`src/rtl/spi_slave.sv`:
```
// -----------------------------------------------------------------------------
// spi_slave
//
// Purpose:
//   SPI target front end. It oversamples SCK/CS/MOSI on GCLK and shifts a
//   left-aligned word in from MOSI while shifting tx_data out on MISO.
//   Each received word is presented with a one-cycle rx_valid pulse.
//   One CS frame may carry several back-to-back words. tx_data is re-captured
//   at every word boundary, and word_len is re-latched there as well.
//
// Parameters:
//   SYNC_STAGES  synchronizer depth on i_SCK, i_CS and i_MOSI (>= 2)
//
// Ports:
//   GCLK       in   system clock
//   RST        in   asynchronous active-low reset
//   spi_mode   in   [1]=CPOL, [0]=CPHA; latched at frame start
//   word_len   in   00=8, 01=16, 10=24, 11=32 bits; latched at frame start
//                   and at each word boundary
//   tx_data    in   next word to transmit, bit 31 goes out first
//   tx_taken   out  pulse: tx_data was captured into the shifter
//   rx_data    out  last received word, MSB-aligned, unused low bits zero
//   rx_valid   out  pulse: rx_data updated
//   busy       out  high while a frame is in progress
//   frame_err  out  pulse: CS released with a partial word
//   i_SCK, i_CS, i_MOSI  in   SPI bus inputs (CS active-low)
//   o_MISO     out  SPI data to the master
//
// Build option:
//   SPI_SLAVE_MISO_TRISTATE_EN  when defined, o_MISO floats (1'bz) in IDLE so
//                               several targets can share MISO; otherwise it
//                               is driven 0 in IDLE.
// -----------------------------------------------------------------------------
module spi_slave #(
   parameter int SYNC_STAGES = 2
) (
   input  logic        GCLK,
   input  logic        RST,
   input  logic [1:0]  spi_mode,
   input  logic [1:0]  word_len,
   input  logic [31:0] tx_data,
   output logic        tx_taken,
   output logic [31:0] rx_data,
   output logic        rx_valid,
   output logic        busy,
   output logic        frame_err,
   input  logic        i_SCK,
   input  logic        i_CS,
   input  logic        i_MOSI,
   output logic        o_MISO
);

   typedef enum logic {
      IDLE  = 1'b0,
      SHIFT = 1'b1
   } state_t;

   // ------------------------------------------------------------------
   // Input synchronizers and edge-detect history
   // ------------------------------------------------------------------
   logic [SYNC_STAGES-1:0] sck_sync_reg;
   logic [SYNC_STAGES-1:0] cs_sync_reg;
   logic [SYNC_STAGES-1:0] mosi_sync_reg;
   logic                   sck_prev_reg;
   logic                   cs_prev_reg;

   // CS history resets to 0 (asserted) on purpose. If CS is already low when
   // reset is released, no falling edge is seen. The block then waits for
   // CS to go high and fall again. If CS is high, the synchronizer ripples up
   // to 1, and that rise is ignored in IDLE.
   always_ff @(posedge GCLK or negedge RST) begin
      if (!RST) begin
         sck_sync_reg  <= '0;
         cs_sync_reg   <= '0;
         mosi_sync_reg <= '0;
         sck_prev_reg  <= 1'b0;
         cs_prev_reg   <= 1'b0;
      end else begin
         sck_sync_reg  <= {sck_sync_reg[SYNC_STAGES-2:0], i_SCK};
         cs_sync_reg   <= {cs_sync_reg[SYNC_STAGES-2:0], i_CS};
         mosi_sync_reg <= {mosi_sync_reg[SYNC_STAGES-2:0], i_MOSI};
         sck_prev_reg  <= sck_sync_reg[SYNC_STAGES-1];
         cs_prev_reg   <= cs_sync_reg[SYNC_STAGES-1];
      end
   end

   logic sck_s;
   logic cs_s;
   logic mosi_s;
   assign sck_s  = sck_sync_reg[SYNC_STAGES-1];
   assign cs_s   = cs_sync_reg[SYNC_STAGES-1];
   assign mosi_s = mosi_sync_reg[SYNC_STAGES-1];

   logic cs_fall;
   logic cs_rise;
   assign cs_fall =  cs_prev_reg & ~cs_s;
   assign cs_rise = ~cs_prev_reg &  cs_s;

   // ------------------------------------------------------------------
   // State and datapath registers
   // ------------------------------------------------------------------
   state_t      state_reg,     state_next;
   logic [1:0]  mode_reg,      mode_next;
   logic [1:0]  len_reg,       len_next;
   logic [31:0] tx_shift_reg,  tx_shift_next;
   logic [31:0] rx_shift_reg,  rx_shift_next;
   logic [4:0]  bit_cnt_reg,   bit_cnt_next;
   logic        hold_reg,      hold_next;
   logic [31:0] rx_data_reg,   rx_data_next;
   logic        rx_valid_reg,  rx_valid_next;
   logic        tx_taken_reg,  tx_taken_next;
   logic        busy_reg,      busy_next;
   logic        frame_err_reg, frame_err_next;

   always_ff @(posedge GCLK or negedge RST) begin
      if (!RST) begin
         state_reg     <= IDLE;
         mode_reg      <= 2'b00;
         len_reg       <= 2'b00;
         tx_shift_reg  <= '0;
         rx_shift_reg  <= '0;
         bit_cnt_reg   <= '0;
         hold_reg      <= 1'b0;
         rx_data_reg   <= '0;
         rx_valid_reg  <= 1'b0;
         tx_taken_reg  <= 1'b0;
         busy_reg      <= 1'b0;
         frame_err_reg <= 1'b0;
      end else begin
         state_reg     <= state_next;
         mode_reg      <= mode_next;
         len_reg       <= len_next;
         tx_shift_reg  <= tx_shift_next;
         rx_shift_reg  <= rx_shift_next;
         bit_cnt_reg   <= bit_cnt_next;
         hold_reg      <= hold_next;
         rx_data_reg   <= rx_data_next;
         rx_valid_reg  <= rx_valid_next;
         tx_taken_reg  <= tx_taken_next;
         busy_reg      <= busy_next;
         frame_err_reg <= frame_err_next;
      end
   end

   // ------------------------------------------------------------------
   // Next-state / datapath logic
   // ------------------------------------------------------------------
   logic        cpol;
   logic        cpha;
   logic        lead_edge;
   logic        trail_edge;
   logic        sample_edge;
   logic        shift_edge;
   logic        word_done;
   logic [31:0] rx_word;
   logic [4:0]  rx_shamt;

   assign cpol = mode_reg[1];
   assign cpha = mode_reg[0];

   // Leading edge: SCK leaves its idle level (CPOL). Trailing edge: it returns.
   assign lead_edge  = (sck_prev_reg == cpol) && (sck_s != cpol);
   assign trail_edge = (sck_prev_reg != cpol) && (sck_s == cpol);

   // The last bit index of an N-bit word is N-1, which equals {len,3'b111}.
   // Left-justifying needs a shift of 32-N, which equals {~len,3'b000}.
   assign rx_shamt = {~len_reg, 3'b000};

   always_comb begin
      state_next     = state_reg;
      mode_next      = mode_reg;
      len_next       = len_reg;
      tx_shift_next  = tx_shift_reg;
      rx_shift_next  = rx_shift_reg;
      bit_cnt_next   = bit_cnt_reg;
      hold_next      = hold_reg;
      rx_data_next   = rx_data_reg;
      rx_valid_next  = 1'b0;
      tx_taken_next  = 1'b0;
      busy_next      = busy_reg;
      frame_err_next = 1'b0;
      sample_edge    = 1'b0;
      shift_edge     = 1'b0;
      word_done      = 1'b0;
      rx_word        = '0;

      case (state_reg)
         IDLE: begin
            if (cs_fall) begin
               state_next    = SHIFT;
               mode_next     = spi_mode;
               len_next      = word_len;
               tx_shift_next = tx_data;
               tx_taken_next = 1'b1;
               bit_cnt_next  = '0;
               busy_next     = 1'b1;
               // With CPHA=1 the first leading edge only presents bit 31.
               hold_next     = spi_mode[0];
            end
         end

         SHIFT: begin
            sample_edge = cpha ? trail_edge : lead_edge;
            shift_edge  = cpha ? lead_edge  : trail_edge;

            // The first shift edge after a load is swallowed when hold is set.
            // For CPHA=1 that is the first leading edge of the word. For
            // CPHA=0 it is the trailing edge right after a word boundary, so
            // the freshly loaded bit 31 is not lost.
            if (shift_edge) begin
               if (hold_reg) begin
                  hold_next = 1'b0;
               end else begin
                  tx_shift_next = {tx_shift_reg[30:0], 1'b0};
               end
            end

            if (sample_edge) begin
               rx_word       = {rx_shift_reg[30:0], mosi_s};
               rx_shift_next = rx_word;
               if (bit_cnt_reg == {len_reg, 3'b111}) begin
                  word_done     = 1'b1;
                  rx_data_next  = rx_word << rx_shamt;
                  rx_valid_next = 1'b1;
                  bit_cnt_next  = '0;
                  // If CS is released on this very cycle, nothing more is
                  // sent, so tx_data is not consumed.
                  if (!cs_rise) begin
                     tx_shift_next = tx_data;
                     tx_taken_next = 1'b1;
                     len_next      = word_len;
                     hold_next     = 1'b1;
                  end
               end else begin
                  bit_cnt_next = bit_cnt_reg + 5'd1;
               end
            end

            if (cs_rise) begin
               state_next   = IDLE;
               busy_next    = 1'b0;
               bit_cnt_next = '0;
               if (!word_done && ((bit_cnt_reg != 5'd0) || sample_edge)) begin
                  frame_err_next = 1'b1;
               end
            end
         end

         default: begin
            state_next = IDLE;
         end
      endcase
   end

   // ------------------------------------------------------------------
   // Outputs
   // ------------------------------------------------------------------
   assign tx_taken  = tx_taken_reg;
   assign rx_data   = rx_data_reg;
   assign rx_valid  = rx_valid_reg;
   assign busy      = busy_reg;
   assign frame_err = frame_err_reg;

`ifdef SPI_SLAVE_MISO_TRISTATE_EN
   assign o_MISO = (state_reg == SHIFT) ? tx_shift_reg[31] : 1'bz;
`else
   assign o_MISO = (state_reg == SHIFT) ? tx_shift_reg[31] : 1'b0;
`endif

endmodule

```
`config.mk`:
```
export PLATFORM = sky130hd
export DESIGN_NAME = spi_slave
export DESIGN_NICKNAME = d
export VERILOG_FILES = /design/src/rtl/spi_slave.sv
export SDC_FILE = /design/constraint.sdc
export NUM_CORES = 1
export LEC_CHECK = 0
export BUFFER_PORTS_ARGS = -buffer_cell sky130_fd_sc_hd__buf_4
export CORE_MARGIN = 3
export CORE_UTILIZATION = 44
export DETAILED_ROUTE_END_ITERATION = 16
export PLACE_DENSITY_LB_ADDON = 0.2
export SETUP_SLACK_MARGIN = 0.05
export SYNTH_ARGS = -nofsm -noshare
export SYNTH_HDL_FRONTEND = slang
export SYNTH_SLANG_ARGS = --single-unit
```
`constraint.sdc`:
```
create_clock -name GCLK -period 2 [get_ports GCLK]
set_input_delay 0.1 -clock GCLK [delete_from_list [all_inputs] [get_ports GCLK]]
set_output_delay 0.1 -clock GCLK [all_outputs]
set_load 0.005 [all_outputs]
```
==> qor.yml, run 1 <==
max_cap_viol_count: 0
whs_ps: 26.2
cts_tree: "yes"
post-dp-hpwl_um: 9540
async_flop_share_pct: 100
worstHoldPathType: "input pin to flop"
p_sw_share_pct: 31.2
cp-start-kind: "flop"
rsz0062_at_grt: "true"
fin_cells: 821
drive_above_1_share_pct: 37.7
io_buffers: 77
synth_top_family_by_area: "multiplexers"
start_util_pct: 45.8
synth-compound-area-share_pct: 14.7
ys_top_cells_by_count: "dfrtp_1 (118), mux2_2 (94), inv_1 (35)"
antenna_found_initial: 0
yosysUniqueCellTypes: 51
muxShareOfSynthArea_pct: 20.6
htreeDepth: 4
synth_most_common_cell: "dfrtp_1"
synth_top_area_cell: "dfrtp_1"
vias: 4690
drt-initial-drc-count: 360
synth_top_flop_cell: "dfrtp_1"
finalMaxSlewViolations: 0
dieArea_um2: 15500
synth_simple_gate_area_share_pct: 9.30
required_ps: 2290
slew_headroom_pct: 51.2
ant_nets: 0
final_hold_viol_count: 0
num_rows: 42
max_freq_mhz: 525
synth.top_cell.area_share_pct: 47.7
layout_min_cycle_time_ps: 1900
grt-ovfl-total: 0
finalSetupTns_ps: 0
grt_start_max_net_pins: 50
arrival_ps: 2190
synth_xor_area_share_pct: 0.728
post-cts-setup-buffers: 0
synth_adder_area_share_pct: 0.405
clock_latency_ps: 420
syn_nets: 595
synth_edf_count: 0
worstSetupEndpointType: "flop"
yosysWarnings: 0
vdd_ir_drop_max_mv: 0.585
status: "complete, no violations"
seq_power_share_pct: 37.4
synth_area_um2: 6190
seq_area_frac_synth_pct: 47.7
ctsLongestPathBuffers: 2
via_per_inst: 5.71
period_share_pct: 95.2
p_switching_mw: 2.79
power_density_nw_per_um2: 1160
combPwrFrac_pct: 26.3
r2r_start: "mode_reg[1]"
cts.sinks: 118
ys_top_cells_by_area: "dfrtp_1 (48%), mux2_2 (17%), a211oi_1 (3.8%)"
crit_type: "flop to flop"
hp-start: "tx_data[30]"
route.detailed.drc: 0
worst_pin_slew_ps: 730
reg2reg_setup_slack_ps: 100
die_width_um: 125
final_nets: 675
post-place-ws_ps: 108
grt_pass1_vias: 4804
syn_inst: 552
wl_um: 15000
fillers: 1141
wl_per_cell_um: 18.3
die_y_um: 125
cts_buffers: 17
setup_ws_ps: 96.4
gp_congestion: 0.774
area_growth_syn_to_layout_pct: 25.1
p_leak_nw: 3.54
postSynthAreaPerCell_um2: 11.2
grt_use_total_pct: 19.9
n_antenna_cell: 0
first_pass_iters: 5
finClkSkew_ps: 8.71
pin_count: 78
crit_start: "mode_reg[1]"
crit_fanout: 31
setup_violations: 0
p_int_mw: 6.16
power.total_mw: 8.94
placed_cells: 781
clockPowerShare_pct: 36.3
core_um2: 13500
cts.reportedPaths.clkPinSlew_ps: 50
ys_ff_latch: 118
root_buffer: "clkbuf_16"
grt_pass1_wl_um: 25400
cell families (layout without fill, tap and decap cells):
group | count (synthesis) | after routing
mux | 112 | 112
buf+inv | 83 | 176
flops | 118 | 118
compound gates | 132 | 132
simple gates | 102 | 102
xor+xnor | 3 | 3
fa+ha+maj | 2 | 2
power groups by stage:
stage	combinational (mW)	clock [mW]	sequential (mW)
2_1_floorplan	1.77	0	3.21
3_3_place_gp	2.27	0	3.34
3_5_place_dp	2.34	0	3.36
4_1_cts	2.36	3.32	3.33
5_1_grt	2.60	3.42	3.41
6_report	2.35	3.25	3.34
metal layers:
metal / vias up / wire length (µm) / part of all wire [%] / global-route usage (%)
met2: 97 / 6840 / 46 / 29.9
li1: 2220 / - / - / -
met5: - / 0 / 0 / 0
met4: 0 / 176 / 1.2 / 5.42
met3: 14 / 623 / 4.1 / 4.76
met1: 2359 / 7390 / 49 / 28.8
critical path, cell delays in order (launching register included):
cell	delay [ps]
dfrtp_1	430
xnor2_4	280
mux2_2	410
a311oi_4	300
buf_12	230
a211oi_1	100
repair_timing:
item | CTS | global route
hold buffers | 8 | 0
setup endpoints to repair | 0 | 39
hold endpoints to repair | 38 | 0
resized for setup | 0 | 2
cells in the final DEF (no fill, tap or decap), types with 5 or more instances in the layout:
cell	Yosys	final
nor2_1	16	16
buf_12	0	10
nor4_1	31	31
clkbuf_16	0	17
mux2_1	5	5
a21oi_1	17	17
inv_1	35	35
mux2_2	94	94
o31ai_1	16	16
mux2i_1	10	9
a22o_1	8	8
dfrtp_1	118	118
o22ai_1	31	31
nand3_1	14	14
dlygate4sd3_1	0	8
nand2_1	18	17
buf_4	1	91
a211oi_1	31	31
o21ai_0	9	9
o21ai_1	9	9
per-stage QoR:
stage | util [%] | area (µm²)
finish | 57.3 | 7740
global route | 57.3 | 7740
global placement | 52.0 | 7020
detailed placement | 52.0 | 7020
CTS | 57.2 | 7730
floorplan | - | 6190
area by class of cell:
cell class	instances	area (µm²)	share of cell area, %
sequential	118	2950	38.2
tap	176	220	2.85
clock inverter	15	200	2.59
inverter	35	131	1.70
multi-input combinational	351	2840	36.8
timing repair buffer	109	963	12.5
clock buffer	17	425	5.50
final timing paths:
| check | endpoint | cells after the start |
|---|---|---|
| worst max register to register | tx_shift_reg[16] | 5 |
| worst min-delay path | tx_shift_reg[30] | 3 |
| worst max-delay path | tx_shift_reg[16] | 5 |
| min in group asynchronous | rx_data[4] | 2 |
| worst min register to register | cs_sync_reg[1] | 0 |
| max in group asynchronous | tx_shift_reg[1] | 3 |
No activity file was read; power rests on OpenSTA's default activity.
==> inputs of run 2 (changes only) <==
--- a/config.mk
+++ b/config.mk
@@ -7,7 +7,7 @@
 export LEC_CHECK = 0
 export BUFFER_PORTS_ARGS = -buffer_cell sky130_fd_sc_hd__buf_4
 export CORE_MARGIN = 3
-export CORE_UTILIZATION = 44
+export CORE_UTILIZATION = 27
 export DETAILED_ROUTE_END_ITERATION = 16
 export PLACE_DENSITY_LB_ADDON = 0.2
 export SETUP_SLACK_MARGIN = 0.05
==> qor.yml, run 2 (synthesis gave the netlist of run 1 again) <==
status: "complete, no violations"  # unchanged
die_width_um: 157  # was 125 µm
mostFrequentLayoutCell: "dfrtp_1"  # unchanged
period_share_pct: 97.0  # was 95.2%
ant_nets: 0  # unchanged
cts_buffers: 17  # unchanged
reg2reg_setup_slack_ps: 60  # was 100 ps
layout_min_cycle_time_ps: 1940  # was 1900 ps
drive_above_1_share_pct: 43.9  # was 37.7%
cts.sinks: 118  # unchanged
clock_latency_ps: 410  # was 420 ps
worstSetupEndpointType: "flop"  # unchanged
slew_headroom_pct: 55.9  # was 51.2%
required_ps: 2300  # was 2290 ps
post-dp-hpwl_um: 10300  # was 9540 µm
power.total_mw: 9.26  # was 8.94 mW
whs_path_depth: 3  # unchanged
finClkSkew_ps: 7.79  # was 8.71 ps
cts.reportedPaths.clkPinSlew_ps: 60  # was 50 ps
via_per_inst: 5.08  # was 5.71
dieArea_um2: 24800  # was 15500 µm²
crit_start: "mode_reg[1]"  # unchanged
timing.rr.end: "rx_shift_reg[1]"  # was tx_shift_reg[16]
ctsLongestPathBuffers: 2  # unchanged
gp_congestion: 0.803  # was 0.774
finalMaxSlewViolations: 0  # unchanged
grt_pass1_vias: 4709  # was 4804
vdd_ir_drop_max_mv: 0.534  # was 0.585 mV
core_um2: 22200  # was 13500 µm²
fillers: 2191  # was 1141
route.detailed.drc: 0  # unchanged
rsz0062_at_grt: "true"  # unchanged
cts_tree: "yes"  # unchanged
die_y_um: 157  # was 125 µm
p_leak_nw: 3.77  # was 3.54 nW
crit_type: "flop to flop"  # unchanged
whs_ps: 26.5  # was 26.2 ps
first_pass_iters: 4  # was 5
crit_end: "rx_shift_reg[1]"  # was tx_shift_reg[16]
area_growth_syn_to_layout_pct: 35.6  # was 25.1%
cp-start-kind: "flop"  # unchanged
worst_pin_slew_ps: 661  # was 730 ps
r2r_start: "mode_reg[1]"  # unchanged
final_hold_viol_count: 0  # unchanged
grt_pass1_wl_um: 25500  # was 25400 µm
max_freq_mhz: 515  # was 525 MHz
drt-initial-drc-count: 269  # was 360
max_cap_viol_count: 0  # unchanged
fin_util_pct: 37.8  # was 57.3%
root_buffer: "clkbuf_16"  # unchanged
power_density_nw_per_um2: 1100  # was 1160 nW/µm²
arrival_ps: 2240  # was 2190 ps
setup_violations: 0  # unchanged
reg2regPathDepth: 6  # was 5
antenna_found_initial: 0  # unchanged
htreeDepth: 4  # unchanged
grt-ovfl-total: 0  # unchanged
pin_count: 78  # unchanged
io_buffers: 77  # unchanged
crit_fanout: 8  # was 31
start_util_pct: 27.9  # was 45.8%
grt_start_max_net_pins: 119  # was 50
worstHoldPathType: "input pin to flop"  # unchanged
grt_use_total_pct: 13.0  # was 19.9%
wl_per_cell_um: 18.3  # about the same
n_antenna_cell: 0  # unchanged
final_nets: 703  # was 675
num_rows: 54  # was 42
layout_common_cells: "dfrtp_1 (117), buf_4 (100), mux2_2 (93), inv_1 (35), o22ai_1 (31)"  # was dfrtp_1 (118), mux2_2 (94), buf_4 (91), inv_1 (35)
wl_um: 17400  # was 15000 µm
vias: 4839  # was 4690
run 2: cell count changes in the layout (fill, tap and decap cells not counted), moves of 3 or more:
cell       delta
nor4_1       -10
buf_4         +9
clkbuf_8      +3
a211oi_1     -12
clkbuf_16     +6
a211oi_2     +11
buf_6         +9
nor4_2       +10
run 2: repair_timing:
item / 4_1_cts / 5_1_grt
pin swaps: 1 / 19
hold endpoints to repair: 126 / 0
endpoints found under the setup margin: 34 / 67
setup buffers: 1 / 18
cloned: 0 / 10
gates resized for setup: 1 / 39
hold buffers: 8 / 0
run 2: layer usage:
metal	wire, µm	global-route usage, %
met5	0	0
met4	94	3.18
met3	982	3.41
met2	8660	21.4
met1	7650	17.0
run 2: stage by stage:
step	setup TNS, ps	worst slack (ps)	std cells	area [µm²]
after CTS	0	39.9	924	7860
after floorplan	0	101	552	6190
final	0	59.8	952	8390
after detailed placement	0	2.30	884	7160
after global routing	-44.3	-6.86	952	8390
after global placement	0	60.5	884	7160
run 2: worst min path at each step:
stage / from / slack, ps / endpoint
after floorplan: RST / -200 / bit_cnt_reg[0]
after global placement: i_CS / 210 / cs_sync_reg[0]
after detailed placement: i_MOSI / 210 / mosi_sync_reg[0]
after CTS: tx_data[30] / 20 / tx_shift_reg[30]
after global routing: tx_data[7] / 40 / tx_shift_reg[7]
final: tx_data[30] / 30 / tx_shift_reg[30]
run 2: where the power goes:
group / total [mW] / internal, mW / switching [mW]
registers: 3.34 / 2.87 / 0.471
clock network: 3.04 / 1.92 / 1.12
logic: 2.87 / 1.55 / 1.32
run 2: layout make-up:
| class | count | area, µm² | share of cell area [%] |
|---|---|---|---|
| Sequential cell | 118 | 2950 | 35.2 |
| Multi-Input combinational cell | 351 | 2990 | 35.7 |
| Clock buffer | 20 | 467 | 5.57 |
| Inverter | 35 | 131 | 1.57 |
| Timing Repair Buffer | 137 | 1370 | 16.3 |
| Tap cell | 280 | 350 | 4.18 |
| Clock inverter | 11 | 125 | 1.49 |
run 2: worst max-delay path: stages, from the launching register on:
cell	delay [ps]
dfrtp_1	430
xnor2_4	270
buf_6	140
mux2i_4	310
buf_6	180
buf_6	150
mux2_2	340
